===== src/rtl/mux4_rr_arbiter_pkg.sv =====
// Shared definitions for the 4-way round-robin mux arbiter: state
// encodings, the default hold length and the post-reset priority pointer.
package mux4_rr_arbiter_pkg;

    // Arbiter states: no owner, or one requester currently granted.
    typedef enum logic {
        ST_IDLE  = 1'b0,
        ST_GRANT = 1'b1
    } state_t;

    // Default maximum consecutive grant cycles per ownership.
    localparam int unsigned HOLD_DEFAULT = 4;

    // Width of the ownership counter; HOLD must fit in it (1..255).
    localparam int unsigned CNT_W = 8;

    // Last-served pointer after reset: 3, so requester 0 is scanned first.
    localparam logic [1:0] LAST_RESET = 2'd3;

    // Convert a 2-bit requester index into a 4-bit one-hot grant vector.
    function automatic logic [3:0] onehot4(input logic [1:0] idx);
        logic [3:0] vec;
        vec = 4'b0000;
        vec[idx] = 1'b1;
        return vec;
    endfunction

endpackage


===== src/rtl/mux4_rr_arbiter_rr_pick4.sv =====
// Combinational round-robin picker for four requesters. It scans the
// indices after the last-served one, wrapping around, and returns the
// first requester found. The last-served index is scanned last, so it
// only wins when it is the sole requester. Usable by any 4-way scheduler.
module rr_pick4
    import mux4_rr_arbiter_pkg::*;
(
    input  logic [3:0] req_i,
    input  logic [1:0] last_i,
    output logic [1:0] win_o,
    output logic       any_o
);

    logic [1:0] idx;

    // Walk the priority ring from furthest to nearest so the nearest hit wins.
    always_comb begin
        idx   = 2'd0;
        win_o = last_i;
        any_o = |req_i;
        for (int k = 4; k >= 1; k--) begin
            idx = last_i + 2'(k);
            if (req_i[idx]) begin
                win_o = idx;
            end
        end
    end

endmodule


===== src/rtl/mux4_rr_arbiter.sv =====
// Round-robin arbiter sharing one 4:1 single-bit mux between four
// requesters. Grants are one-hot and registered; the select pair
// {s0_o, s1_o} carries the owner's index so the owner's data reaches the
// mux output. Each ownership lasts at most HOLD cycles, after which the
// next requester in ring order takes over with no idle cycle in between.
// The selects keep the last owner's index while idle, so the mux output
// does not move until a new grant is issued.
module mux4_rr_arbiter
    import mux4_rr_arbiter_pkg::*;
#(
    parameter int unsigned HOLD = HOLD_DEFAULT
)(
    input  logic       clk_i,
    input  logic       rst_i,
    input  logic [3:0] req_i,
    output logic [3:0] gnt_o,
    output logic       s0_o,
    output logic       s1_o,
    output logic       busy_o
);

    localparam logic [CNT_W-1:0] HOLD_W = CNT_W'(HOLD);

    state_t           state_q, state_d;
    logic [1:0]       last_q,  last_d;
    logic [CNT_W-1:0] cnt_q,   cnt_d;
    logic [3:0]       gnt_q,   gnt_d;
    logic             s0_q,    s0_d;
    logic             s1_q,    s1_d;
    logic             busy_q,  busy_d;

    logic [1:0]       win;
    logic             anyReq;
    logic             releaseNow;

    rr_pick4 u_pick (
        .req_i  (req_i),
        .last_i (last_q),
        .win_o  (win),
        .any_o  (anyReq)
    );

    // The owner gives up the grant when it stops requesting or has used its full hold.
    always_comb begin
        releaseNow = (!req_i[last_q]) || (cnt_q == HOLD_W);
    end

    // Next-state logic: pick a new owner when idle or on release, otherwise count up.
    always_comb begin
        state_d = state_q;
        last_d  = last_q;
        cnt_d   = cnt_q;
        gnt_d   = gnt_q;
        s0_d    = s0_q;
        s1_d    = s1_q;
        busy_d  = busy_q;

        unique case (state_q)
            ST_IDLE: begin
                if (anyReq) begin
                    state_d = ST_GRANT;
                    last_d  = win;
                    cnt_d   = CNT_W'(1);
                    gnt_d   = onehot4(win);
                    s0_d    = win[1];
                    s1_d    = win[0];
                    busy_d  = 1'b1;
                end
            end
            ST_GRANT: begin
                if (releaseNow) begin
                    if (anyReq) begin
                        state_d = ST_GRANT;
                        last_d  = win;
                        cnt_d   = CNT_W'(1);
                        gnt_d   = onehot4(win);
                        s0_d    = win[1];
                        s1_d    = win[0];
                        busy_d  = 1'b1;
                    end else begin
                        state_d = ST_IDLE;
                        cnt_d   = '0;
                        gnt_d   = 4'b0000;
                        busy_d  = 1'b0;
                    end
                end else begin
                    cnt_d = cnt_q + CNT_W'(1);
                end
            end
            default: begin
                state_d = ST_IDLE;
                cnt_d   = '0;
                gnt_d   = 4'b0000;
                busy_d  = 1'b0;
            end
        endcase
    end

    // State and output registers; reset drops any grant and restores priority to requester 0.
    always_ff @(posedge clk_i) begin
        if (rst_i) begin
            state_q <= ST_IDLE;
            last_q  <= LAST_RESET;
            cnt_q   <= '0;
            gnt_q   <= 4'b0000;
            s0_q    <= 1'b0;
            s1_q    <= 1'b0;
            busy_q  <= 1'b0;
        end else begin
            state_q <= state_d;
            last_q  <= last_d;
            cnt_q   <= cnt_d;
            gnt_q   <= gnt_d;
            s0_q    <= s0_d;
            s1_q    <= s1_d;
            busy_q  <= busy_d;
        end
    end

    assign gnt_o  = gnt_q;
    assign s0_o   = s0_q;
    assign s1_o   = s1_q;
    assign busy_o = busy_q;

endmodule


===== config.mk =====
export PLATFORM = sky130hd
export DESIGN_NAME = mux4_rr_arbiter
export DESIGN_NICKNAME = d
export VERILOG_FILES = /design/src/rtl/mux4_rr_arbiter_pkg.sv /design/src/rtl/mux4_rr_arbiter_rr_pick4.sv /design/src/rtl/mux4_rr_arbiter.sv
export SDC_FILE = /design/constraint.sdc
export NUM_CORES = 1
export LEC_CHECK = 0
export ABC_AREA = 1
export CAP_MARGIN = 20
export CORE_ASPECT_RATIO = 0.7
export CORE_MARGIN = 4
export CORE_UTILIZATION = 40
export DETAILED_ROUTE_END_ITERATION = 10
export MAX_ROUTING_LAYER = met4
export SETUP_SLACK_MARGIN = 0.3
export SYNTH_ARGS = -nofsm -noshare
export SYNTH_HDL_FRONTEND = slang
export SYNTH_SLANG_ARGS = --single-unit

===== constraint.sdc =====
create_clock -name clk_i -period 2.74 [get_ports clk_i]
set_input_delay 0.274 -clock clk_i [delete_from_list [all_inputs] [get_ports clk_i]]
set_output_delay 0.274 -clock clk_i [all_outputs]
set_load 0.02 [all_outputs]

# Word level (Yosys, flattened, before mapping)
# Cells that the tools add are included.
totals:
  output_inout_bits: 7
  register_bits: 18
op_classes:
  order_cmp: 6
  reduce_logical: 5
  n_eq_ne: 3
  bitwise: 1
  muxes: 36
  add_sub_neg: 4
op_table:
  columns: ["cell", "count"]
  rows:
  - ["$mux 8", 2]
  - ["$pmux 8 s2", 1]
  - ["$lt 2x3->1 const B", 5]
  - ["$mux 1", 14]
  - ["$mux 4", 3]
  - ["$mux 2", 5]
  - ["$add 8x1->8 const B", 1]
  - ["$bmux 1 s2", 4]
  - ["$eq 8x3->1 const B", 1]
  - ["$pmux 1 s2", 4]
  - ["$pmux 4 s2", 1]
  - ["$add 2x2->2 const B", 2]
  - ["$pmux 2 s2", 1]
  - ["$reduce_or 4->1", 1]
  - ["$add 2x1->2 const B", 1]
  - ["$demux 1 s2", 1]
  - ["$ge 2x1->1 const B", 1]
  - ["$ne 2x1->1 const B", 1]
  - ["$ne 2x2->1 const B", 1]
  - ["$reduce_and 2->1", 1]
  - ["$logic_and 1x1->1", 1]
  - ["$logic_not 1->1", 1]
  - ["$logic_or 1x1->1", 1]
  - ["$not 1->1", 1]

# Longest topological paths before layout
logic_depth:
  depth_word: 13
  ltp_mapped: 13

# By module
# From an unflattened synthesis, not the netlist that was laid out.
unflattened:
  hier_cells: 175
  hier_area_um2: 1174.9
modules_own_cells:
  columns: ["module", "cells_each", "n_inst", "area_per_inst_um2"]
  rows:
  - ["mux4_rr_arbiter", 132, 1, 970.9]
  - ["rr_pick4", 43, 1, 203.9]

# Worst setup path after synthesis
# No wires, ideal clock.
synth_path:
  path_kind: "register to register"
  startpoint: "register cnt_q[0]"
  endpoint: "register last_q[1]"
  setup_ps: 122
  slack_ps: 1383
  arrival_ps: 1235
  path_stages_with_launch: 11
  path_cell_list: "dfxtp_1 inv_1 ha_1 nand3_1 nor2_1 nor2_1 nand2_4 nand2_4 nor2_2 nor2_1 o21ai_0"
synth_between:
  elab_chain_len: 3
synth_lines:
  columns: ["item", "line_no", "text"]
  rows:
  - ["from (decl)", "mux4_rr_arbiter.sv:26", "logic [CNT_W-1:0] cnt_q, cnt_d;"]
  - ["from (signal assigned)", "mux4_rr_arbiter.sv:112", "cnt_q <= cnt_d;"]
  - ["$eq 8x3->1", "mux4_rr_arbiter.sv:45", "releaseNow = (!req_i[last_q]) || (cnt_q == HOLD_W);"]
  - ["$logic_or 1x1->1", "mux4_rr_arbiter.sv:45", null]
  - ["$ne 2x1->1 (no line)", null, null]
  - ["to (signal assigned)", "mux4_rr_arbiter.sv:111", "last_q <= last_d;"]
  - ["to (decl)", "mux4_rr_arbiter.sv:25", "logic [1:0] last_q, last_d;"]
# Every way passes these cells.
# A chain may end at the register's enable or synchronous reset.

# Final worst setup path
layout_path:
  startpoint: "register last_q[0]"
  endpoint: "register s1_q (netlist: s1_o)"
layout_between:
  elab_chain_len: 9
layout_lines:
  columns: ["item", "line_no", "text"]
  rows:
  - ["$add 2x2->2", "mux4_rr_arbiter_rr_pick4.sv:22", "idx = last_i + 2'(k);"]
  - ["$bmux 1 s2", "mux4_rr_arbiter_rr_pick4.sv:23", "if (req_i[idx]) begin"]
  - ["$mux 1 (implied by the code)", "mux4_rr_arbiter_rr_pick4.sv:23", null]
  - ["$mux 2 (3 in series)", "mux4_rr_arbiter_rr_pick4.sv:23", null]
  - ["$mux 1", "mux4_rr_arbiter.sv:60, mux4_rr_arbiter.sv:72", null]
  - ["$mux 1", "mux4_rr_arbiter.sv:71", "if (releaseNow) begin"]
  - ["$pmux 1 s2", "mux4_rr_arbiter.sv:58", "unique case (state_q)"]
  - ["to (signal assigned)", "mux4_rr_arbiter.sv:107", "s1_q <= 1'b0;"]
  - ["to (signal assigned)", "mux4_rr_arbiter.sv:115", "s1_q <= s1_d;"]
  - ["to (decl)", "mux4_rr_arbiter.sv:29", "logic s1_q, s1_d;"]
# Several ways; a longest one is shown, not always the timed one. The select of a mux whose other input is x is not followed.

==> flow_summary.json <==
{
  "rr_worst_depth": 11,
  "dieArea_um2": 3620,
  "synth_top_family_by_area": "simple AND/OR/NAND/NOR gates",
  "grt_pass1_vias": 910,
  "fmax_mhz": 621,
  "place_ws_ps": 1010,
  "period_share_pct": 58.8,
  "dr.first_iter.drc_count": 83,
  "arrival_ps": 1760,
  "path_clk_slew_ps": 70,
  "die_w_um": 70.2,
  "tns_ps": 0,
  "multi_input_area_um2": 603,
  "finalHoldViolCount": 0,
  "cp-end-kind": "flip-flop",
  "ios": 13,
  "start_util_pct": 43.0,
  "drv_slew": 0,
  "dr.pass1.iters": 4,
  "cts_buffer_depth": 2,
  "die_h_um": 51.5,
  "vias": 1003,
  "cts_hold_buffers": 0,
  "grt_overflow": 0,
  "wl_met3_um": 135,
  "crit_family": "simple AND/OR/NAND/NOR gates",
  "setup-violations-final": 0,
  "cpMaxStageDelayCell": "dfxtp_1",
  "r2r_end": "s1_o$_SDFFE_PP0P_",
  "ys_ff_latch": 18,
  "final_nets": 188,
  "portBuffers": 12,
  "status": "complete, no violations",
  "syn-cell-area_um2": 1080,
  "cp.required_ps": 2890,
  "syn_area_per_cell_um2": 6.56,
  "clock_sinks": 18,
  "worstPathCellList": "nand2_1, nand3_1, nand2_1, inv_1, nand2_2, nand2_2, nand2_2, nand2_2, nand2_1, nand2_1, inv_1",
  "synthSimpleGateAreaFrac_pct": 42.7,
  "drv_cap": 0,
  "grt_max_degree": 15,
  "worstHoldPathType": "flip-flop to flip-flop",
  "antennaDiodeCount": 0,
  "r2r_setup_slack_ps": 1130,
  "synthAdderAreaFrac_pct": 2.31,
  "netlist_instances": 165,
  "min_to": "gnt_o[3]$_SDFFE_PP0P_",
  "ys_seq_area_share_pct": 33.3,
  "nFillCells": 269,
  "hold_slack_ps": 451,
  "max_stage_delay_ps": 630,
  "worstSkewPairLatency_ps": 250,
  "drc": 0,
  "core_um2": 2510,
  "wl_per_cell_um": 10.5,
  "synth_warnings": 0,
  "path_buf_inv": 2,
  "skew_ps": 2.62,
  "area.sequential_um2": 360,
  "p_leak_nw": 0.612,
  "track_usage_pct": 14.4,
  "cts_buffers": 3,
  "synthMuxAreaShare_pct": 0,
  "via_per_inst": 4.71,
  "fin_ws_ps": 1130,
  "post-dp-hpwl_um": 1790,
  "top_layer_used": "met4",
  "layout_commonest_cell": "nand2_1",
  "final_cell_mix": "nand2_1, inv_1, dfxtp_1, nand3_1, nor2_1",
  "root_buffer": "clkbuf_8",
  "max_slew.worst_pin.slew_ps": 548,
  "crit_path_start_kind": "flip-flop",
  "synth-compound-area-share_pct": 9.94,
  "cts_tree": "built",
  "routabilityCongestion": 0.796,
  "fin_crit_ps": 1610,
  "min_from": "gnt_o[3]$_SDFFE_PP0P_",
  "drt_wl_total_um": 2230,
  "grt_pass1_wl_um": 4080,
  "ant_nets": 0,
  "power.density_nw_per_um2": 924,
  "max_slew_margin_pct": 63.4,
  "routed-wl-met2_um": 854,
  "synth.distinct_cells": 25,
  "cts_setup_buffers": 0,
  "area_growth_pct": 18.7,
  "row_count": 15,
  "antenna_found_initial": 0,
  "whs_path_depth": 2,
  "synth_xor_area_share_pct": 0.809,
  "rsz0062_at_grt": "no",
  "crit_fanout": 10,
  "h-tree-depth": 1,
  "syn-num-nets": 173,
  "ir_drop_mv": 0.471,
  "drive_gt1_share_pct": 16.8,
  "wl_met1_um": 1220,
  "critical_path_class": "flip-flop to flip-flop",
  "r2r-start": "last_q[0]$_SDFFE_PP1P_",
  "cts_resized": 0
}
[report_power, final]
| part | total, mW | internal, mW | switching [mW] |
|---|---|---|---|
| registers | 0.374 | 0.316 | 0.0576 |
| clock network | 0.214 | 0.128 | 0.0868 |
| logic | 0.598 | 0.224 | 0.375 |
[kinds of logic after synthesis]
group,count (synthesis)
simple gates,98
buf+inv,27
compound gates,19
flops,18
fa+ha+maj,2
xor+xnor,1
[worst register-to-register path, delay by kind of cell (launching register included)]
family | cells | cell delay [ps]
AND/OR/NAND/NOR | 9 | 780
flip-flops | 1 | 630
buffers and inverters | 2 | 100
[synth_stat cells]
library cell | number | area (um2)
ha_1 | 2 | 25.0
inv_4 | 1 | 6.26
nand2_4 | 3 | 33.8
buf_6 | 1 | 11.3
nor2_4 | 1 | 11.3
inv_8 | 1 | 11.3
inv_2 | 5 | 18.8
nand2_1 | 50 | 188
inv_1 | 18 | 67.6
nand3_1 | 16 | 80.1
o21ai_0 | 3 | 15.0
a21oi_2 | 1 | 8.76
nor2_1 | 13 | 48.8
xor2_1 | 1 | 8.76
nand2_2 | 12 | 75.1
clkbuf_1 | 1 | 3.75
nor2_2 | 1 | 6.26
o21bai_1 | 1 | 7.51
a21oi_1 | 10 | 50.1
o22ai_1 | 1 | 6.26
o211ai_1 | 2 | 15.0
o21ai_1 | 1 | 5.00
dfxtp_1 | 18 | 360
and2_1 | 1 | 6.26
nand4_2 | 1 | 12.5
[cell type report]
type                    instances  share of cell area [%]
inverters                      25                    8.08
multi-input cells             120                    46.9
well taps                      34                    3.31
repair buffers                 12                    9.35
clock buffers                   4                    4.28
flip-flops and latches         18                    28.0
[metrics by stage]
stage	utilization [%]	total power, mW	instance area [um2]	instances
after CTS	51.1	1.20	1280	213
after global placement	48.9	0.974	1230	209
final	51.1	1.19	1280	213
after detailed placement	48.9	0.983	1230	209
after floorplan	-	0.830	1080	165
after global routing	51.1	1.29	1280	213
[worst max path at each step]
stage / startpoint / to / cells past startpoint
CTS: last_q[0]$_SDFFE_PP1P_ / s1_o$_SDFFE_PP0P_ / 11
floorplan: cnt_q[0]$_SDFFE_PP0P_ / last_q[1]$_SDFFE_PP1P_ / 10
detailed placement: req_i[1] / gnt_o[0]$_SDFFE_PP0P_ / 10
global route: last_q[0]$_SDFFE_PP1P_ / s1_o$_SDFFE_PP0P_ / 11
global placement: req_i[1] / gnt_o[2]$_SDFFE_PP0P_ / 10
finish: last_q[0]$_SDFFE_PP1P_ / s1_o$_SDFFE_PP0P_ / 11
[registers in the layout, summed over array words and instances, names as in the netlist]
register / count
s1_o: 1
cnt_q: 8
gnt_o: 4
last_q: 2
s0_o: 1
busy_o: 1
state_q: 1
[layer usage]
metal / global-route usage, % / up-vias
met5: - / -
met4: 3.50 / 0
met3: 4.44 / 2
met2: 18.2 / 20
met1: 21.7 / 433
li1: - / 548
Power figures use the tool's default switching activity.
